==> config.mk <==
export PLATFORM = sky130hd
export DESIGN_NAME = sprite_rom_arbiter_flat
export DESIGN_NICKNAME = d
export VERILOG_FILES = /design/src/rtl/sprite_rom_arbiter_if.sv /design/src/rtl/sprite_rom_arbiter.sv /design/src/flat_wrapper.sv
export SDC_FILE = /design/constraint.sdc
export NUM_CORES = 1
export LEC_CHECK = 0
export CAP_MARGIN = 5
export CORE_UTILIZATION = 29
export DETAILED_ROUTE_END_ITERATION = 10
export GPL_ROUTABILITY_DRIVEN = 0
export MAX_ROUTING_LAYER = met4
export PLACE_DENSITY = 0.53
export SYNTH_ARGS = -nofsm -noshare
export SYNTH_HDL_FRONTEND = slang
export SYNTH_SLANG_ARGS = --single-unit
==> constraint.sdc <==
create_clock -name Clk -period 5.7 [get_ports Clk]
set_clock_uncertainty 0.05 [all_clocks]
set_input_delay 0.57 -clock Clk [delete_from_list [all_inputs] [get_ports Clk]]
set_output_delay 0.57 -clock Clk [all_outputs]
set_load 0.1 [all_outputs]
==> src/rtl/sprite_rom_arbiter_if.sv <==
// Bus bundle between the sprite clients, the sprite ROM and the arbiter.
// slave: the arbiter side. master: the clients/ROM side driving requests and data.
`timescale 1ns/1ps
interface sprite_rom_arbiter_if #(
  parameter int ADDR_W = 13,
  parameter int DATA_W = 5
) ();
  logic              req0;
  logic              req1;
  logic [6:0]        row0;
  logic [6:0]        row1;
  logic              gnt0;
  logic              gnt1;
  logic              err;
  logic [ADDR_W-1:0] rom_addr;
  logic [DATA_W-1:0] rom_data;
  logic [DATA_W-1:0] pix_data;
  logic              pix_valid;
  logic [6:0]        pix_col;
  logic              pix_owner;
  logic              pix_last;
  logic              busy;

  modport slave (
    input  req0, req1, row0, row1, rom_data,
    output gnt0, gnt1, err, rom_addr, pix_data, pix_valid, pix_col,
           pix_owner, pix_last, busy
  );

  modport master (
    output req0, req1, row0, row1, rom_data,
    input  gnt0, gnt1, err, rom_addr, pix_data, pix_valid, pix_col,
           pix_owner, pix_last, busy
  );
endinterface

==> src/rtl/sprite_rom_arbiter.sv <==
// Two-client sprite ROM arbiter. A granted client gets one full sprite row
// streamed out as SPRITE_W consecutive pixels; rows outside the sprite are
// acknowledged with err and never touch the ROM.
`timescale 1ns/1ps
module sprite_rom_arbiter #(
  parameter int SPRITE_W = 70,
  parameter int SPRITE_H = 70,
  parameter int ADDR_W   = 13,
  parameter int DATA_W   = 5
) (
  input logic                 Clk,
  input logic                 Reset_n,
  sprite_rom_arbiter_if.slave bus
);

  typedef enum logic [1:0] {IDLE, ISSUE, DRAIN} state_t;

  localparam logic [6:0] LAST_COL = 7'(SPRITE_W - 1);
  localparam logic [7:0] ROW_LIM  = 8'(SPRITE_H);

  state_t            state_reg, state_next;
  logic [6:0]        col_reg, col_next;
  logic [ADDR_W-1:0] base_reg, base_next;
  logic [ADDR_W-1:0] rom_addr_reg, rom_addr_next;
  logic              owner_reg, owner_next;
  logic              prio1_reg, prio1_next;   // 1: client 1 wins the next tie
  logic              gnt0_reg, gnt0_next;
  logic              gnt1_reg, gnt1_next;
  logic              err_reg, err_next;
  logic              pix_valid_reg, pix_valid_next;
  logic [6:0]        pix_col_reg, pix_col_next;
  logic              pix_owner_reg, pix_owner_next;
  logic              pix_last_reg, pix_last_next;

  logic              any_req;
  logic              pick;                    // selected client index
  logic [6:0]        pick_row;
  logic              row_bad;
  logic              issue_last;
  logic [ADDR_W-1:0] pick_row_ext;
  logic [ADDR_W-1:0] pick_base;
  logic [DATA_W-1:0] pix_data_w;

  assign any_req      = bus.req0 | bus.req1;
  assign pick         = (bus.req0 & bus.req1) ? prio1_reg : bus.req1;
  assign pick_row     = pick ? bus.row1 : bus.row0;
  assign row_bad      = ({1'b0, pick_row} >= ROW_LIM);
  assign issue_last   = (col_reg == LAST_COL);
  assign pick_row_ext = ADDR_W'(pick_row);

  // Row base address; the default 70-pixel width is 64+4+2, so shifts suffice.
  generate
    if (SPRITE_W == 70) begin : g_base_shift
      assign pick_base = (pick_row_ext << 6) + (pick_row_ext << 2) + (pick_row_ext << 1);
    end else begin : g_base_mul
      assign pick_base = pick_row_ext * ADDR_W'(SPRITE_W);
    end
  endgenerate

  // Next-state, arbitration and address generation.
  always_comb begin
    state_next     = state_reg;
    col_next       = col_reg;
    base_next      = base_reg;
    owner_next     = owner_reg;
    prio1_next     = prio1_reg;
    gnt0_next      = 1'b0;
    gnt1_next      = 1'b0;
    err_next       = 1'b0;
    rom_addr_next  = '0;
    // Pixel qualifiers trail the issued address by one cycle, matching ROM latency.
    pix_valid_next = (state_reg == ISSUE);
    pix_col_next   = (state_reg == ISSUE) ? col_reg : 7'd0;
    pix_owner_next = (state_reg == ISSUE) ? owner_reg : 1'b0;
    pix_last_next  = (state_reg == ISSUE) && issue_last;
    case (state_reg)
      IDLE: begin
        if (any_req) begin
          gnt0_next  = ~pick;
          gnt1_next  = pick;
          prio1_next = ~pick;
          if (row_bad) begin
            err_next = 1'b1;
          end else begin
            state_next    = ISSUE;
            col_next      = 7'd0;
            base_next     = pick_base;
            owner_next    = pick;
            rom_addr_next = pick_base;
          end
        end
      end
      ISSUE: begin
        if (issue_last) begin
          state_next = DRAIN;
          col_next   = 7'd0;
        end else begin
          col_next      = col_reg + 7'd1;
          rom_addr_next = base_reg + ADDR_W'(col_reg + 7'd1);
        end
      end
      DRAIN: begin
        state_next = IDLE;
      end
      default: begin
        state_next = IDLE;
      end
    endcase
  end

  // State and output registers; reset drops everything at once, aborting any burst.
  always_ff @(posedge Clk or negedge Reset_n) begin
    if (!Reset_n) begin
      state_reg     <= IDLE;
      col_reg       <= 7'd0;
      base_reg      <= '0;
      rom_addr_reg  <= '0;
      owner_reg     <= 1'b0;
      prio1_reg     <= 1'b0;
      gnt0_reg      <= 1'b0;
      gnt1_reg      <= 1'b0;
      err_reg       <= 1'b0;
      pix_valid_reg <= 1'b0;
      pix_col_reg   <= 7'd0;
      pix_owner_reg <= 1'b0;
      pix_last_reg  <= 1'b0;
    end else begin
      state_reg     <= state_next;
      col_reg       <= col_next;
      base_reg      <= base_next;
      rom_addr_reg  <= rom_addr_next;
      owner_reg     <= owner_next;
      prio1_reg     <= prio1_next;
      gnt0_reg      <= gnt0_next;
      gnt1_reg      <= gnt1_next;
      err_reg       <= err_next;
      pix_valid_reg <= pix_valid_next;
      pix_col_reg   <= pix_col_next;
      pix_owner_reg <= pix_owner_next;
      pix_last_reg  <= pix_last_next;
    end
  end

  assign pix_data_w    = bus.rom_data;
  assign bus.pix_data  = pix_data_w;
  assign bus.gnt0      = gnt0_reg;
  assign bus.gnt1      = gnt1_reg;
  assign bus.err       = err_reg;
  assign bus.rom_addr  = rom_addr_reg;
  assign bus.pix_valid = pix_valid_reg;
  assign bus.pix_col   = pix_col_reg;
  assign bus.pix_owner = pix_owner_reg;
  assign bus.pix_last  = pix_last_reg;
  assign bus.busy      = (state_reg != IDLE);

endmodule

==> src/flat_wrapper.sv <==
// flat-port wrapper written by rule: the top's interface ports become plain ports
module sprite_rom_arbiter_flat 
#(
  parameter int SPRITE_W = 70,
  parameter int SPRITE_H = 70,
  parameter int ADDR_W   = 13,
  parameter int DATA_W   = 5
)
  (Clk, Reset_n, bus_req0, bus_req1, bus_row0, bus_row1, bus_rom_data, bus_gnt0, bus_gnt1, bus_err, bus_rom_addr, bus_pix_data, bus_pix_valid, bus_pix_col, bus_pix_owner, bus_pix_last, bus_busy);
  sprite_rom_arbiter_if #(.ADDR_W(ADDR_W), .DATA_W(DATA_W)) bus_i ();
  input logic Clk;
  input logic Reset_n;
  input wire logic [$bits(bus_i.req0)-1:0] bus_req0;
  input wire logic [$bits(bus_i.req1)-1:0] bus_req1;
  input wire logic [$bits(bus_i.row0)-1:0] bus_row0;
  input wire logic [$bits(bus_i.row1)-1:0] bus_row1;
  input wire logic [$bits(bus_i.rom_data)-1:0] bus_rom_data;
  output wire logic [$bits(bus_i.gnt0)-1:0] bus_gnt0;
  output wire logic [$bits(bus_i.gnt1)-1:0] bus_gnt1;
  output wire logic [$bits(bus_i.err)-1:0] bus_err;
  output wire logic [$bits(bus_i.rom_addr)-1:0] bus_rom_addr;
  output wire logic [$bits(bus_i.pix_data)-1:0] bus_pix_data;
  output wire logic [$bits(bus_i.pix_valid)-1:0] bus_pix_valid;
  output wire logic [$bits(bus_i.pix_col)-1:0] bus_pix_col;
  output wire logic [$bits(bus_i.pix_owner)-1:0] bus_pix_owner;
  output wire logic [$bits(bus_i.pix_last)-1:0] bus_pix_last;
  output wire logic [$bits(bus_i.busy)-1:0] bus_busy;
  assign bus_i.req0 = bus_req0;
  assign bus_i.req1 = bus_req1;
  assign bus_i.row0 = bus_row0;
  assign bus_i.row1 = bus_row1;
  assign bus_i.rom_data = bus_rom_data;
  assign bus_gnt0 = bus_i.gnt0;
  assign bus_gnt1 = bus_i.gnt1;
  assign bus_err = bus_i.err;
  assign bus_rom_addr = bus_i.rom_addr;
  assign bus_pix_data = bus_i.pix_data;
  assign bus_pix_valid = bus_i.pix_valid;
  assign bus_pix_col = bus_i.pix_col;
  assign bus_pix_owner = bus_i.pix_owner;
  assign bus_pix_last = bus_i.pix_last;
  assign bus_busy = bus_i.busy;
  sprite_rom_arbiter #(.SPRITE_W(SPRITE_W), .SPRITE_H(SPRITE_H), .ADDR_W(ADDR_W), .DATA_W(DATA_W)) u_core (.Clk(Clk), .Reset_n(Reset_n), .bus(bus_i));
endmodule
# Word level (Yosys, flattened, before mapping)
# Index checks and enable logic that the tools add are counted.
[classes] addsub=5 bitwise=4 muxes=23 n_reduce_logical=8 eq_ne=5 order_cmp=1
[op_table] cell="two-way mux 13 bit" count=3
[op_table] cell="two-way mux 7 bit" count=5
[op_table] cell="one-hot mux 13 bit (2 select lines)" count=1
[op_table] cell="one-hot mux 7 bit (2 select lines)" count=1
[op_table] cell="adder 13 bit" count=1
[op_table] cell="adder 13 x 8 -> 13 bit" count=1
[op_table] cell="adder 13 x 9 -> 13 bit" count=1
[op_table] cell="two-way mux 1 bit" count=9
[op_table] cell="AND reduction 3 bit" count=3
[op_table] cell="adder 7 x 1 -> 8 bit, second input constant" count=1
[op_table] cell="adder 7 x 1 -> 7 bit, second input constant" count=1
[op_table] cell="equality test 7 bit, second input constant" count=1
[op_table] cell=">= comparator 7 bit, second input constant" count=1
[op_table] cell="two-way mux 2 bit" count=3
[op_table] cell="!= test 2 bit, second input constant" count=2
[op_table] cell="one-hot mux 2 bit (2 select lines)" count=1
[op_table] cell="nonzero test 2 bit" count=2
[op_table] cell="equality test 2 x 1 -> 1 bit, second input constant" count=1
[op_table] cell="logical NOT 2 bit" count=1
[op_table] cell="!= test 2 x 1 -> 1 bit, second input constant" count=1
[op_table] cell="inverter 1 bit" count=2
[op_table] cell="AND reduction 2 bit" count=1
[op_table] cell="bitwise AND 1 bit" count=1
[op_table] cell="logical AND 1 bit" count=1
[op_table] cell="bitwise OR 1 bit" count=1
[word_totals] reg_bits=50 word_cells=59 out_inout_bits=32

# Logic depth before layout (Yosys ltp)
# Gate-level depths: netlist of run 1.
[depth] depth_word=8 depth_mapped=15 depth_no_buf=14

# Worst setup path after synthesis of run 1
# OpenSTA, ideal clock, no wires.
[synth_timing] path_type="input port to flip-flop" startpoint="in bus_req0" endpoint="reg u_core.rom_addr_reg[11], in the netlist u_core.bus.rom_addr[11]" t_arrival_ns=2.921 n_path_buf=1 setup_ns=0.134 path_stages=15 slack_ns=2.595 cell_sequence="nand2b_4 nand2_4 buf_6 mux2i_4 inv_2 ha_1 ha_1 inv_1 fa_1 nor2b_1 o21a_1 o21ai_0 a211oi_1 xor2_1 o22ai_1"
[synth_between] elab_chain_len=8 word_cells_on_any_way=10 classes_between="add/sub: 2; order compare: 1; mux: 5; bitwise: 2"
[synth_rtl] item="start: declaration" line="flat_wrapper.sv:13" source="input wire logic [$bits(bus_i.req0)-1:0] bus_req0;"
[synth_rtl] item="bitwise AND 1 bit" line="sprite_rom_arbiter.sv:45" source="assign pick = (bus.req0 & bus.req1) ? prio1_reg : bus.req1;"
[synth_rtl] item="two-way mux 1 bit" line="sprite_rom_arbiter.sv:45"
[synth_rtl] item="two-way mux 7 bit" line="sprite_rom_arbiter.sv:46" source="assign pick_row = pick ? bus.row1 : bus.row0;"
[synth_rtl] item="adder 13 x 9 -> 13 bit" line="sprite_rom_arbiter.sv:54" source="assign pick_base = (pick_row_ext << 6) + (pick_row_ext << 2) + (pick_row_ext << 1);"
[synth_rtl] item="adder 13 x 8 -> 13 bit" line="sprite_rom_arbiter.sv:54"
[synth_rtl] item="two-way mux 13 bit" line="sprite_rom_arbiter.sv:82" source="if (row_bad) begin"
[synth_rtl] item="two-way mux 13 bit *" line="sprite_rom_arbiter.sv:78" source="if (any_req) begin"
[synth_rtl] item="one-hot mux 13 bit (2 select lines) *" line="sprite_rom_arbiter.sv:76" source="case (state_reg)"
[synth_rtl] item="net u_core.rom_addr_next[11]" line="sprite_rom_arbiter.sv:24" source="logic [ADDR_W-1:0] rom_addr_reg, rom_addr_next;"
[synth_rtl] item="end signal: assignment" line="sprite_rom_arbiter.sv:131" source="rom_addr_reg <= rom_addr_next;"
[synth_rtl] item="end: declaration" line="sprite_rom_arbiter.sv:24"
# The timed path passes the listed nets; every way through them passes the cells marked *.
# A chain may end at the register's enable or synchronous reset.

# Final worst setup path of run 1
# Same ends and word-level chain as after synthesis.

==> flow_summary.json, run 1 <==
{
  "cpPeakStageDelay_ps": 550,
  "critPathTopFamily": "adder cells",
  "fin_nets": 381,
  "cts.sinks": 49,
  "max-clock-path-buffers": 2,
  "num_rows": 36,
  "dieArea_mm2": 0.01078,
  "grt_max_degree": 50,
  "antenna_found_initial": 0,
  "fmax_mhz": 278.7,
  "viasPerCell": 4.640,
  "cap_violations": 0,
  "routedWlPerCell_um": 14.04,
  "finalHoldViolCount": 0,
  "synth_compound_area_share_pct": 15.52,
  "final_area_mm2": 0.003665,
  "drc": 0,
  "numPortBuffers": 44,
  "cts_buffers": 5,
  "grt.overflow.total": 0,
  "yosys.area_share.simple_pct": 12.40,
  "required_ps": 5810,
  "critPathLaunchType": "input pin",
  "r2r_slack_ps": 2450,
  "synth_nets": 338,
  "rsz0062_at_grt": "false",
  "vias": 2167,
  "leakagePower_nw": 1.597,
  "post_route_cells_drive_above_1_share_pct": 9.880,
  "post-cts-setup-buffers": 0,
  "final_cell_mix": "dfrtp_1, clkdlybuf4s50_1, inv_1, ha_1, nor2_1",
  "root_buffer": "clkbuf_8",
  "setup_viol": 0,
  "cts_resized": 0,
  "die_h_um": 103.8,
  "totalWireLength_um": 6559,
  "drt_iter0_markers": 86,
  "die_x_um": 103.8,
  "clkTransAtPathRegs_ps": 90,
  "synth.avg_cell_area_um2": 10.37,
  "synth_top_cell_area_share_pct": 40.78,
  "ys_ff_latch": 49,
  "insertion_delay_ps": 300,
  "synthCells": 290,
  "fin_total_pwr_uw": 746.2,
  "ant_nets": 0,
  "worstPathMaxFanout": 11,
  "synth_async_sr_flop_share_pct": 100.0,
  "max-slew-margin-rel_pct": 34.81,
  "setup_tns_ps": 0,
  "vdd_drop_max_mv": 0.07498,
  "synth_top_family_by_area": "compound AO/OA/AOI/OAI gates",
  "min_period_ps": 3588,
  "first_global_vias": 2097,
  "period_share_pct": 62.94,
  "io_pins": 55,
  "start_util_pct": 30.34,
  "synth_area_mm2": 0.003007,
  "cts_tree": "done",
  "grt_pass1_wl_um": 10780,
  "ys.flop_type": "dfrtp_1",
  "ys_seq_area_share_pct": 40.78,
  "worst_pin_slew_ps": 974.8,
  "crit_path_frequent_cell": "ha_1",
  "num_antenna_cells": 0,
  "muxShareOfSynthArea_pct": 7.657,
  "synth-xor-area-share_pct": 6.409,
  "drv_slew": 0,
  "yosys.area.top_type": "dfrtp_1",
  "yosysWarningCount": 0,
  "timing.hold.ws_ps": 315.7,
  "cp-end-kind": "register",
  "crit_slowest_cell": "clkdlybuf4s50_1",
  "path_buf_inv": 3,
  "cp.arrival_ps": 3700,
  "placed_area_mm2": 0.003548,
  "synthTopCellsByArea": "dfrtp_1, ha_1, xnor2_1",
  "hpwl_um": 4947,
  "htreeDepth": 2,
  "firstDrtPassIters": 4,
  "hold_path.class": "in2async",
  "largest_register_ffs": 13,
  "yosys.area_share.adder_pct": 11.24,
  "area_growth_pct": 21.89,
  "crit_type": "in2reg",
  "layout_commonest_cell": "dfrtp_1",
  "crit_chain": "clkdlybuf4s50_1 > nand2b_4 > nand2_4 > mux2i_4 > inv_2 > ha_1 > ha_1 > inv_1 > fa_1 > nor2b_1 > o21a_1 > o21ai_0 > a211oi_1 > xor2_1 > o22ai_1",
  "track_usage_pct": 12.89,
  "synth_edf_count": 0,
  "powerDensity_mw_per_mm2": 203.6,
  "ys_types": 53,
  "status": "complete, no violations",
  "hold_buffers": 0,
  "coreArea_mm2": 0.009910
}
==> worst register-to-register path: stages (launching register included) <==
cell and delay, ps:
dfrtp_1 400, nand2b_4 160, nand2_4 180, mux2i_4 320
inv_2 90, ha_1 280, ha_1 180, inv_1 60
fa_1 400, nor2b_1 180, o21a_1 150, o21ai_0 80
a211oi_1 260, xor2_1 210, o22ai_1 100
==> cells by family after synthesis <==
| family | Yosys count |
|---|---|
| compound gates | 65 |
| xor+xnor | 22 |
| fa+ha+maj | 26 |
| buf+inv | 37 |
| flops | 49 |
| mux | 20 |
| simple gates | 71 |
==> per-layer routing <==
metal | global-route usage, % | up-vias | share of wire, %
met5 | - | - | 0
met1 | 17.28 | 1025 | 49
li1 | - | 1094 | -
met3 | 1.888 | 7 | 3.5
met4 | 4.286 | 0 | 1.4
met2 | 19.90 | 41 | 47
==> cell type report <==
type	count	area, µm²
inverters	26	97.59
clock inverters	1	30.03
repair buffers	47	457.9
multi-input cells	204	1600
flip-flops and latches	49	1226
well taps	133	166.4
clock buffers	7	86.33
fillers	1025	6245
==> cell usage after synthesis (3+ instances only) <==
library cell,number
dfrtp_1,49
o22ai_1,6
o21a_1,7
o31a_1,4
nor3_1,4
mux2_2,7
and2_1,10
nor2_1,21
a211oi_1,4
mux2i_1,10
buf_4,5
nand3_1,8
inv_1,25
nor3b_1,3
xor2_1,5
a21o_1,4
o21ai_0,10
buf_6,3
nand2_1,12
clkbuf_1,3
a21oi_1,12
xnor2_1,17
ha_1,23
nor2b_1,4
a22o_2,3
==> path summary, 6_finish.rpt <==
path,from,to,cells after the start
worst max-delay path,bus_req0,u_core.bus.rom_addr[11],15
worst min-delay path,Reset_n,u_core.bus.rom_addr[0],2
worst max register to register,u_core.prio1_reg,u_core.bus.rom_addr[11],14
worst min register to register,u_core.prio1_reg,u_core.prio1_reg,1
max in group asynchronous,Reset_n,u_core.bus.rom_addr[6],2
min in group Clk,u_core.prio1_reg,u_core.prio1_reg,1
==> per-stage QoR <==
| stage | setup slack (ps) | std cells | util, % |
|---|---|---|---|
| 6_report | 2112 | 467 | 36.98 |
| 5_1_grt | 1854 | 467 | 36.98 |
| 4_1_cts | 2121 | 467 | 36.98 |
| 3_5_place_dp | 1796 | 459 | 35.81 |
| 3_3_place_gp | 1888 | 459 | 35.81 |
| 2_1_floorplan | 2595 | 290 | - |
==> report_power, final <==
| group | switching (mW) | total, mW | leakage, nW | internal, mW |
|---|---|---|---|---|
| sequential | 0 | 0.347 | 0.558 | 0.347 |
| clock | 0.115 | 0.258 | 0.0585 | 0.143 |
| combinational | 0.0801 | 0.141 | 0.981 | 0.0609 |
| total | 0.195 | 0.746 | 1.60 | 0.551 |
(Power assumes the default switching activity.)
==> run 2, diff against run 1 <==
==> constraint.sdc (replaced) <==
create_clock -name Clk -period 3.6 [get_ports Clk]
set_clock_uncertainty 0.05 [all_clocks]
set_input_delay 0.36 -clock Clk [delete_from_list [all_inputs] [get_ports Clk]]
set_output_delay 0.36 -clock Clk [all_outputs]
set_load 0.1 [all_outputs]
==> run 2 against run 1 <==
  * Combinational power up 64%
  * Sequential power increased by 59%
  * Critical endpoint is now u_core.base_reg[11]
  * Setup slack lost 1800 ps
  * Highest routed layer unchanged
  * Global-route usage increased by 0.84 points
  * Final cell count is 1.7% higher
  * Register-to-register slack got worse by 2000 ps
  * Flip-flop and latch count stayed put
  * Routed wire length is 1.8% higher
  * Hold slack improved by 140 ps
  * Via count grew 2.7%
==> flow_summary.json, run 2 (same netlist as run 1, synthesis figures left out) <==
{
  "die_h_um": 103.8,
  "antenna_found_initial": 0,
  "cts.sinks": 49,
  "track_usage_pct": 13.72,
  "vdd_drop_max_mv": 0.1358,
  "io_pins": 55,
  "ant_nets": 0,
  "root_buffer": "clkbuf_8",
  "viasPerCell": 4.684,
  "area_growth_pct": 23.47,
  "powerDensity_mw_per_mm2": 307.2,
  "dieArea_mm2": 0.01078,
  "status": "complete, no violations",
  "holdPathEnd": "u_core.bus.pix_owner",
  "cap_violations": 0,
  "worstHoldPathCells": 1,
  "grt_max_degree": 31,
  "leakagePower_nw": 1.632,
  "setup_viol": 0,
  "post_route_cells_drive_above_1_share_pct": 11.99,
  "critPathLaunchType": "input pin",
  "timing.hold.ws_ps": 460.3,
  "rsz0062_at_grt": "false",
  "required_ps": 3720,
  "drv_slew": 0,
  "period_share_pct": 90.35,
  "dr_wl_met3_um": 226,
  "grt_pass1_wl_um": 11560,
  "drt_iter0_markers": 86,
  "largest_register_ffs": 13,
  "cts_buffers": 5,
  "m1WireLength_um": 3206,
  "die_x_um": 103.8,
  "met2_length_um": 3171,
  "r2r-start": "u_core.prio1_reg",
  "hold_buffers": 1,
  "final_cell_mix": "dfrtp_1, clkdlybuf4s50_1, inv_1, ha_1, nor2_1",
  "cp.arrival_ps": 3370,
  "insertion_delay_ps": 310,
  "routedWlPerCell_um": 14.05,
  "worst_pin_slew_ps": 983.7,
  "cts_tree": "done",
  "coreArea_mm2": 0.009910,
  "setup_tns_ps": 0,
  "max-clock-path-buffers": 2,
  "max-slew-margin-rel_pct": 34.22,
  "hold_path.class": "reg2reg",
  "min_period_ps": 3253,
  "worstPathMaxFanout": 7,
  "clkTransAtPathRegs_ps": 90,
  "reg2regPathDepth": 13,
  "first_global_vias": 2337,
  "grt.overflow.total": 0,
  "r2r_slack_ps": 460,
  "fmax_mhz": 307.5,
  "start_util_pct": 30.34,
  "cts_resized": 0,
  "worstHoldStart": "u_core.owner_reg",
  "post-cts-setup-buffers": 0,
  "vias": 2225,
  "r2r_end": "u_core.base_reg[11]",
  "firstDrtPassIters": 6,
  "nFillCells": 1014,
  "num_rows": 36,
  "finalHoldViolCount": 0,
  "layout_commonest_cell": "dfrtp_1",
  "fin_nets": 389,
  "numPortBuffers": 44,
  "num_antenna_cells": 0,
  "drc": 0,
  "cp-end-kind": "register",
  "totalWireLength_um": 6676,
  "htreeDepth": 2,
  "hpwl_um": 5238,
  "crit_type": "in2reg",
  "top_layer_used": "met4"
}
==> run 2: changes by cell type in the layout (fill, tap and decap cells not counted) <==
cell and delta:
buf_4 +7, clkbuf_8 +1, dlygate4sd3_1 +1, clkinv_2 +1, clkbuf_1 -1, bufinv_16 -1
==> run 2: worst max-delay path by stage <==
stage | from | endpoint | slack [ps]
finish | bus_req0 | u_core.base_reg[11] | 350
CTS | bus_req0 | u_core.base_reg[11] | 340
detailed placement | bus_req0 | u_core.base_reg[11] | 30
global route | bus_req0 | u_core.base_reg[11] | 150
floorplan | u_core.prio1_reg | u_core.bus.rom_addr[11] | 600
global placement | bus_req0 | u_core.bus.rom_addr[11] | 110
==> run 2: critical path, cell delays in order <==
cell             delay [ps]
clkdlybuf4s50_1         550
nand2b_4                 90
nand2_4                 140
mux2_2                  380
ha_1                    280
ha_1                    160
inv_1                    60
fa_1                    390
nor2b_1                 160
o21a_1                  150
o21ai_0                  80
a211oi_1                240
xor2_1                  220
mux2i_1                 100
==> run 2: final cells by class <==
class	count	area, µm²	area share, %
Timing Repair Buffer	55	520.5	14.02
Multi-Input combinational cell	204	1600	43.11
Tap cell	133	166.4	4.483
Sequential cell	49	1226	33.03
Inverter	26	97.59	2.629
Clock inverter	1	5.005	0.1348
Clock buffer	7	96.34	2.595
==> run 2: power breakdown <==
group,switching [mW],internal (mW)
logic,0.128,0.103
registers,0,0.550
clock network,0.185,0.174
total,0.313,0.827
==> run 2: routing by layer <==
metal  GRT usage (%)  up-vias
met5               -        -
met4           3.776        0
met3           2.391        7
met2           22.52       46
met1           17.38     1059
li1                -     1113
==> run 2: per-stage QoR <==
step,instance area [µm²],util [%],total power [mW],std cells,setup WS [ps]
floorplan,3007,-,0.7350,290,597.7
global route,3712,37.46,1.202,475,147.6
global placement,3601,36.34,0.7926,466,108.0
CTS,3712,37.46,1.157,475,344.7
finish,3712,37.46,1.141,475,347.4
detailed placement,3601,36.34,0.7942,466,34.04
